**config.mk**
```make
export PLATFORM = sky130hd
export DESIGN_NAME = pwm_multichannel_flat
export DESIGN_NICKNAME = d
export VERILOG_FILES = /design/src/rtl/pwm_multichannel_pkg.sv /design/src/rtl/pwm_multichannel_if.sv /design/src/rtl/pwm_multichannel_channel.sv /design/src/rtl/pwm_multichannel.sv /design/src/flat_wrapper.sv
export SDC_FILE = /design/constraint.sdc
export NUM_CORES = 1
export LEC_CHECK = 0
export ABC_AREA = 1
export BUFFER_PORTS_ARGS = -buffer_cell sky130_fd_sc_hd__buf_2
export CORE_AREA = 2 2 93 95
export CTS_CLUSTER_DIAMETER = 30
export CTS_CLUSTER_SIZE = 40
export DETAILED_ROUTE_END_ITERATION = 10
export DIE_AREA = 0 0 95 97
export PLACE_DENSITY = 0.78
export SKIP_LAST_GASP = 1
export SLEW_MARGIN = 20
export SYNTH_ARGS = -nofsm -noshare
export SYNTH_HDL_FRONTEND = slang
export SYNTH_SLANG_ARGS = --single-unit
export TNS_END_PERCENT = 10
```
**constraint.sdc**
```tcl
create_clock -name clock -period 3.4 [get_ports clock]
set_input_delay 0.34 -clock clock [delete_from_list [all_inputs] [get_ports clock]]
set_output_delay 0.34 -clock clock [all_outputs]
set_load 0.01 [all_outputs]
```
**src/rtl/pwm_multichannel_pkg.sv**
```systemverilog
// Shared types for the multichannel PWM block: counting mode and ramp direction.
package pwm_pkg;

   // Counting shape selected per period: sawtooth or triangle
   typedef enum logic {
      PWM_EDGE   = 1'b0,
      PWM_CENTER = 1'b1
   } mode_t;

   // Direction of the shared counter while in center-aligned mode
   typedef enum logic {
      DIR_UP   = 1'b0,
      DIR_DOWN = 1'b1
   } dir_t;

endpackage

```
**src/rtl/pwm_multichannel_if.sv**
```systemverilog
// Register-write bus used by a local master to program period, mode and duty shadows.
interface pwm_multichannel_if #(
   parameter int N_BIT = 8,
   parameter int N_CH  = 4
);
   import pwm_pkg::*;

   localparam int CH_W = (N_CH > 1) ? $clog2(N_CH) : 1;

   logic             duty_load;
   logic [CH_W-1:0]  duty_ch;
   logic [N_BIT-1:0] duty_value;
   logic             period_load;
   logic [N_BIT-1:0] period_value;
   mode_t            mode_value;

   // The programming agent drives every field
   modport master (
      output duty_load, duty_ch, duty_value,
      output period_load, period_value, mode_value
   );

   // The PWM block only observes the bus
   modport slave (
      input duty_load, duty_ch, duty_value,
      input period_load, period_value, mode_value
   );

endinterface

```
**src/rtl/pwm_multichannel_channel.sv**
```systemverilog
// One PWM output: double-buffered duty threshold plus a compare against the shared count.
module pwm_channel #(
   parameter int N_BIT = 8
) (
   input  logic             clock,
   input  logic             reset,
   input  logic             dutyWrite,
   input  logic [N_BIT-1:0] dutyValue,
   input  logic             boundary,
   input  logic [N_BIT-1:0] count,
   output logic             pwm
);

   logic [N_BIT-1:0] dutyShadow;
   logic [N_BIT-1:0] dutyActive;

   // The shadow takes software writes at any time, even while the counter is
   // frozen. The active copy only moves at a period boundary so a duty change
   // never produces a truncated or doubled pulse. Because both registers update
   // on the same edge, a write landing in the boundary cycle stays in the shadow
   // and is picked up at the following boundary instead.
   always_ff @(posedge clock) begin
      if (reset) begin
         dutyShadow <= '0;
         dutyActive <= '0;
      end else begin
         if (dutyWrite) begin
            dutyShadow <= dutyValue;
         end
         if (boundary) begin
            dutyActive <= dutyShadow;
         end
      end
   end

   // Output is high whenever the count sits strictly above the threshold, so a
   // threshold of zero is low only at count 0 and one at or above the period
   // never fires.
   always_comb begin
      pwm = (count > dutyActive);
   end

endmodule

```
**src/rtl/pwm_multichannel.sv**
```systemverilog
// Multichannel PWM generator: one shared programmable counter (sawtooth or
// triangle) feeding N_CH comparator channels, with period, mode and duty all
// double-buffered and swapped in together at period boundaries.
module pwm_multichannel #(
   parameter int N_BIT = 8,
   parameter int N_CH  = 4
) (
   input  logic              clock,
   input  logic              reset,
   input  logic              enable,
   pwm_multichannel_if.slave bus,
   output logic [N_BIT-1:0]  count,
   output logic [N_CH-1:0]   pwm,
   output logic              period_end
);
   import pwm_pkg::*;

   localparam int               CH_W = (N_CH > 1) ? $clog2(N_CH) : 1;
   localparam logic [N_BIT-1:0] ONE  = N_BIT'(1);
   localparam logic [N_BIT-1:0] TWO  = N_BIT'(2);

   logic [N_BIT-1:0] countReg;
   logic [N_BIT-1:0] periodShadow;
   logic [N_BIT-1:0] periodActive;
   mode_t            modeShadow;
   mode_t            modeActive;
   dir_t             dir;
   logic             centerMode;
   logic             boundary;

   // A triangle needs at least two steps to have distinct up and down legs, so
   // periods of 0 and 1 fall back to sawtooth behaviour. The sawtooth compare
   // also covers period 0: count is pinned at 0, which always equals the
   // period, so every enabled cycle becomes a boundary.
   always_comb begin
      centerMode = (modeActive == PWM_CENTER) && (periodActive >= TWO);
      if (centerMode) begin
         boundary = enable && (dir == DIR_DOWN) && (countReg == ONE);
      end else begin
         boundary = enable && (countReg == periodActive);
      end
   end

   // Period and mode shadows accept writes regardless of enable; they only
   // reach the counter at the next boundary.
   always_ff @(posedge clock) begin
      if (reset) begin
         periodShadow <= '1;
         modeShadow   <= PWM_EDGE;
      end else if (bus.period_load) begin
         periodShadow <= bus.period_value;
         modeShadow   <= bus.mode_value;
      end
   end

   // Shared counter and its direction. At a boundary everything restarts from
   // zero counting up, and the new period/mode are latched on that same edge.
   // Away from a boundary the sawtooth just increments; the triangle turns
   // around at the top by stepping straight to P-1 so the peak lasts one cycle.
   // The count can never pass the active period, so the increments cannot wrap.
   always_ff @(posedge clock) begin
      if (reset) begin
         countReg     <= '0;
         dir          <= DIR_UP;
         periodActive <= '1;
         modeActive   <= PWM_EDGE;
      end else if (enable) begin
         if (boundary) begin
            countReg     <= '0;
            dir          <= DIR_UP;
            periodActive <= periodShadow;
            modeActive   <= modeShadow;
         end else if (!centerMode) begin
            countReg <= countReg + ONE;
         end else if (dir == DIR_UP) begin
            if (countReg == periodActive) begin
               dir      <= DIR_DOWN;
               countReg <= periodActive - ONE;
            end else begin
               countReg <= countReg + ONE;
            end
         end else begin
            countReg <= countReg - ONE;
         end
      end
   end

   // One comparator channel per output, each only listening to writes
   // addressed to its own index; out-of-range indices match nobody.
   for (genvar i = 0; i < N_CH; i++) begin : gChannel
      pwm_channel #(
         .N_BIT (N_BIT)
      ) uChannel (
         .clock     (clock),
         .reset     (reset),
         .dutyWrite (bus.duty_load && (bus.duty_ch == CH_W'(i))),
         .dutyValue (bus.duty_value),
         .boundary  (boundary),
         .count     (countReg),
         .pwm       (pwm[i])
      );
   end

   // Outputs straight from the counter and boundary decode
   always_comb begin
      count      = countReg;
      period_end = boundary;
   end

endmodule
```
**src/flat_wrapper.sv**
```systemverilog
// flat-port wrapper written by rule: the top's interface ports become plain ports
module pwm_multichannel_flat import pwm_pkg::*;
#(
   parameter int N_BIT = 8,
   parameter int N_CH  = 4
)
  (clock, reset, enable, count, pwm, period_end, bus_duty_load, bus_duty_ch, bus_duty_value, bus_period_load, bus_period_value, bus_mode_value);
  pwm_multichannel_if #(.N_BIT(N_BIT), .N_CH(N_CH)) bus_i ();
  input  logic clock;
  input  logic reset;
  input  logic enable;
  output logic [N_BIT-1:0] count;
  output logic [N_CH-1:0] pwm;
  output logic period_end;
  input wire logic [$bits(bus_i.duty_load)-1:0] bus_duty_load;
  input wire logic [$bits(bus_i.duty_ch)-1:0] bus_duty_ch;
  input wire logic [$bits(bus_i.duty_value)-1:0] bus_duty_value;
  input wire logic [$bits(bus_i.period_load)-1:0] bus_period_load;
  input wire logic [$bits(bus_i.period_value)-1:0] bus_period_value;
  input wire logic [$bits(bus_i.mode_value)-1:0] bus_mode_value;
  assign bus_i.duty_load = bus_duty_load;
  assign bus_i.duty_ch = bus_duty_ch;
  assign bus_i.duty_value = bus_duty_value;
  assign bus_i.period_load = bus_period_load;
  assign bus_i.period_value = bus_period_value;
  assign bus_i.mode_value = bus_mode_value;
  pwm_multichannel #(.N_BIT(N_BIT), .N_CH(N_CH)) u_core (.clock(clock), .reset(reset), .enable(enable), .bus(bus_i), .count(count), .pwm(pwm), .period_end(period_end));
endmodule
```
==> run_results.csv <==
group,metric,value,unit
global_routing,grt_pass1_wl,19900,um
synth,synth_cells,658,
global_routing,grt_max_degree,42,
global_routing,grt_usage,0.271,
power,power_density,400,nW/um^2
critical_path,cpPeakStageDelay,0.77,ns
critical_path,critical_path_class,"flop to primary output",
detailed_routing,drcViolationCount,0,
clock_tree,clk-insertion-delay-late,0.36,ns
synth,synth.avg_cell_area,7.24,um^2
timing,worst_slew_margin_rel,0.324,
global_routing,grt_pass1_vias,4080,
floorplan,core.rowCount,33,
clock_tree,cts.hold.buffers_added,0,
min_path,hold_class,"input pin to flop",
floorplan,die_h,97,um
layout,area_delta_synth_final,8.61,%
synth,syn-num-nets,719,
timing,fin_setup_tns,0,ns
synth,async_flop_share,0,
critical_path,start_kind,"flop",
critical_path,crit_family,"flip-flops",
clock_tree,cts-root-buf,"clkbuf_8",
power,leakage,0.00239,uW
detailed_routing,via_count,4388,
synth,synthTopCellsByCount,"nand2_1, dfxtp_1, nor2_1",
timing,rsz0062_at_grt,"no",
detailed_routing,drt_iter0_drc,340,
floorplan,start_util,0.586,
run_status,status,"completed",
clock_tree,ctsResizeCount,0,
synth,yosysMostFrequentCell,"nand2_1",
clock_tree,cts.sinks,91,
placed_design,io_buffers,36,
critical_path,critPathArrivalTime,2.35,ns
power,ir_drop,0.364,mV
synth,synth_top_area_frac,0.382,
synth,ys_seq_area_frac,0.382,
detailed_routing,detail-route-antenna-nets,0,
placed_design,gp_congestion,0.934,
timing,fin_crit,2.69,ns
layout,drive_gt1_frac,0.123,
synth,yosysTopAreaCell,"dfxtp_1",
timing,finClkSkew,0.0120,ns
floorplan,die_area,9220,um^2
job,drv_cap,0,
timing,tightestPinTransition,1.01,ns
synth,synth.cell_area,4770,um^2
clock_tree,htreeDepth,3,
global_routing,grt-ovfl-total,0,
timing,hold_slack,0.183,ns
timing,fmax,372,MHz
layout,nets,746,
floorplan,core,8130,um^2
synth,ys_types,34,
clock_tree,tritoncts,"built",
clock_tree,numCtsBuffers,9,
detailed_routing,vias_per_cell,5.52,
detailed_routing,dr.pass1.iters,5,
synth,ys_ff_latch,91,
critical_path,critPathRequiredTime,3.06,ns
floorplan,ios,37,
critical_path,cp_max_fo,15,
detailed_routing,wirelength,11900,um
clock_tree,clockBufferDepth,2,
clock_tree,path_clk_slew,0.10,ns
synth,yosys-top-cells-area,"dfxtp_1, ha_1, nand2_1, a21oi_1, nor2_1",
synth,yosys_warnings,0,
synth,synth_edf_count,0,
synth,yosys_most_used_dff,"dfxtp_1",
timing,period_share,0.792,
global_routing,grt_antenna_before_repair,0,
timing,final-hold-violation-count,0,
critical_path,critPathSlowestCell,"dfxtp_1",
layout,num_antenna_cells,0,
floorplan,fp.dieW,95,um
detailed_routing,wl_per_cell,15.0,um
timing,finalSetupViolCount,0,
placed_design,dp_hpwl,8750,um
timing,drv_slew,0,
critical_path,path_cells,"ha_1 > nand2_1 > o21ai_0 > a21oi_1 > or2_2 > a31oi_1 > buf_2",
clock_tree,post_cts_buffers,0,
critical_path,end_kind,"primary output",
critical_path,critical_path_buf_inv_count,1,
## path summary, 6_finish.rpt
path / slack (ns) / cells past startpoint / startpoint / end
worst min register to register: 0.46 / 2 / u_core.gChannel[0].uChannel.dutyActive[7] / u_core.gChannel[0].uChannel.dutyActive[7]
worst max-delay path: 0.71 / 7 / u_core.count[2] / pwm[1]
worst min-delay path: 0.18 / 3 / bus_period_value[4] / u_core.periodShadow[4]
worst max register to register: 0.91 / 11 / u_core.count[2] / u_core.gChannel[0].uChannel.dutyActive[7]
## report_power, final
part / internal [uW] / switching, uW / total [uW]
Sequential: 1090 / 19.2 / 1110
Combinational: 64.3 / 108 / 172
Clock: 360 / 424 / 784
## final cells by class
type	count	area (um^2)
fillers	716	2960
multi-input cells	472	2530
flip-flops and latches	91	1820
inverters	69	259
repair buffers	42	225
well taps	105	131
clock buffers	9	124
clock inverters	7	87.6
## state kept, by name, summed over array words and instances, names as in the netlist
name                                 count
u_core.dir                               1
u_core.modeShadow                        1
u_core.modeActive                        1
u_core.gChannel.uChannel.dutyShadow     32
u_core.gChannel.uChannel.dutyActive     32
u_core.periodShadow                      8
u_core.periodActive                      8
u_core.count                             8
## per-stage QoR
stage	cell area [um^2]	cells	util	power [uW]	worst slack [ns]
global placement	4960	779	0.610	1300	1.08
detailed placement	4960	779	0.610	1310	0.982
floorplan	4770	658	-	1250	1.42
finish	5180	795	0.636	2070	0.709
CTS	5180	795	0.636	2070	0.734
global route	5180	795	0.636	2140	0.566
## metal layers
layer / global-route usage / wire length [um] / vias up
li1: - / - / 2224
met1: 0.399 / 5770 / 1991
met2: 0.410 / 5210 / 151
met3: 0.0475 / 700 / 22
met4: 0.0702 / 210 / 0
met5: 0 / 0 / -
## worst min-delay path, delay by kind of cell
| family | cells | cell delay [ns] |
|---|---|---|
| buffers and inverters | 1 | 0.07 |
| and+or+nand+nor | 2 | 0.10 |
## cell usage in the layout, fill, tap and decap left out, drive strengths merged
cell type  count
clkinv         4
o31a           2
nand3b         1
o21a           2
o221ai         2
a31oi          2
o21ai         74
nor2          86
dfxtp         91
a21oi         69
nand2        129
ha            37
or2            2
bufinv         1
inv           71
nor3           7
nand4          6
buf           42
nor4           1
nand3         42
xor2           8
clkbuf         9
a211oi         2
## kinds of logic (layout without fill, tap and decap cells)
group / after synthesis / count (layout) / synth area share
buf+inv: 95 / 127 / 0.0874
simple gates: 274 / 274 / 0.250
xor+xnor: 8 / 8 / 0.0147
fa+ha+maj: 37 / 37 / 0.0971
flops: 91 / 91 / 0.382
compound gates: 153 / 153 / 0.168
(Power assumes the default switching activity.)
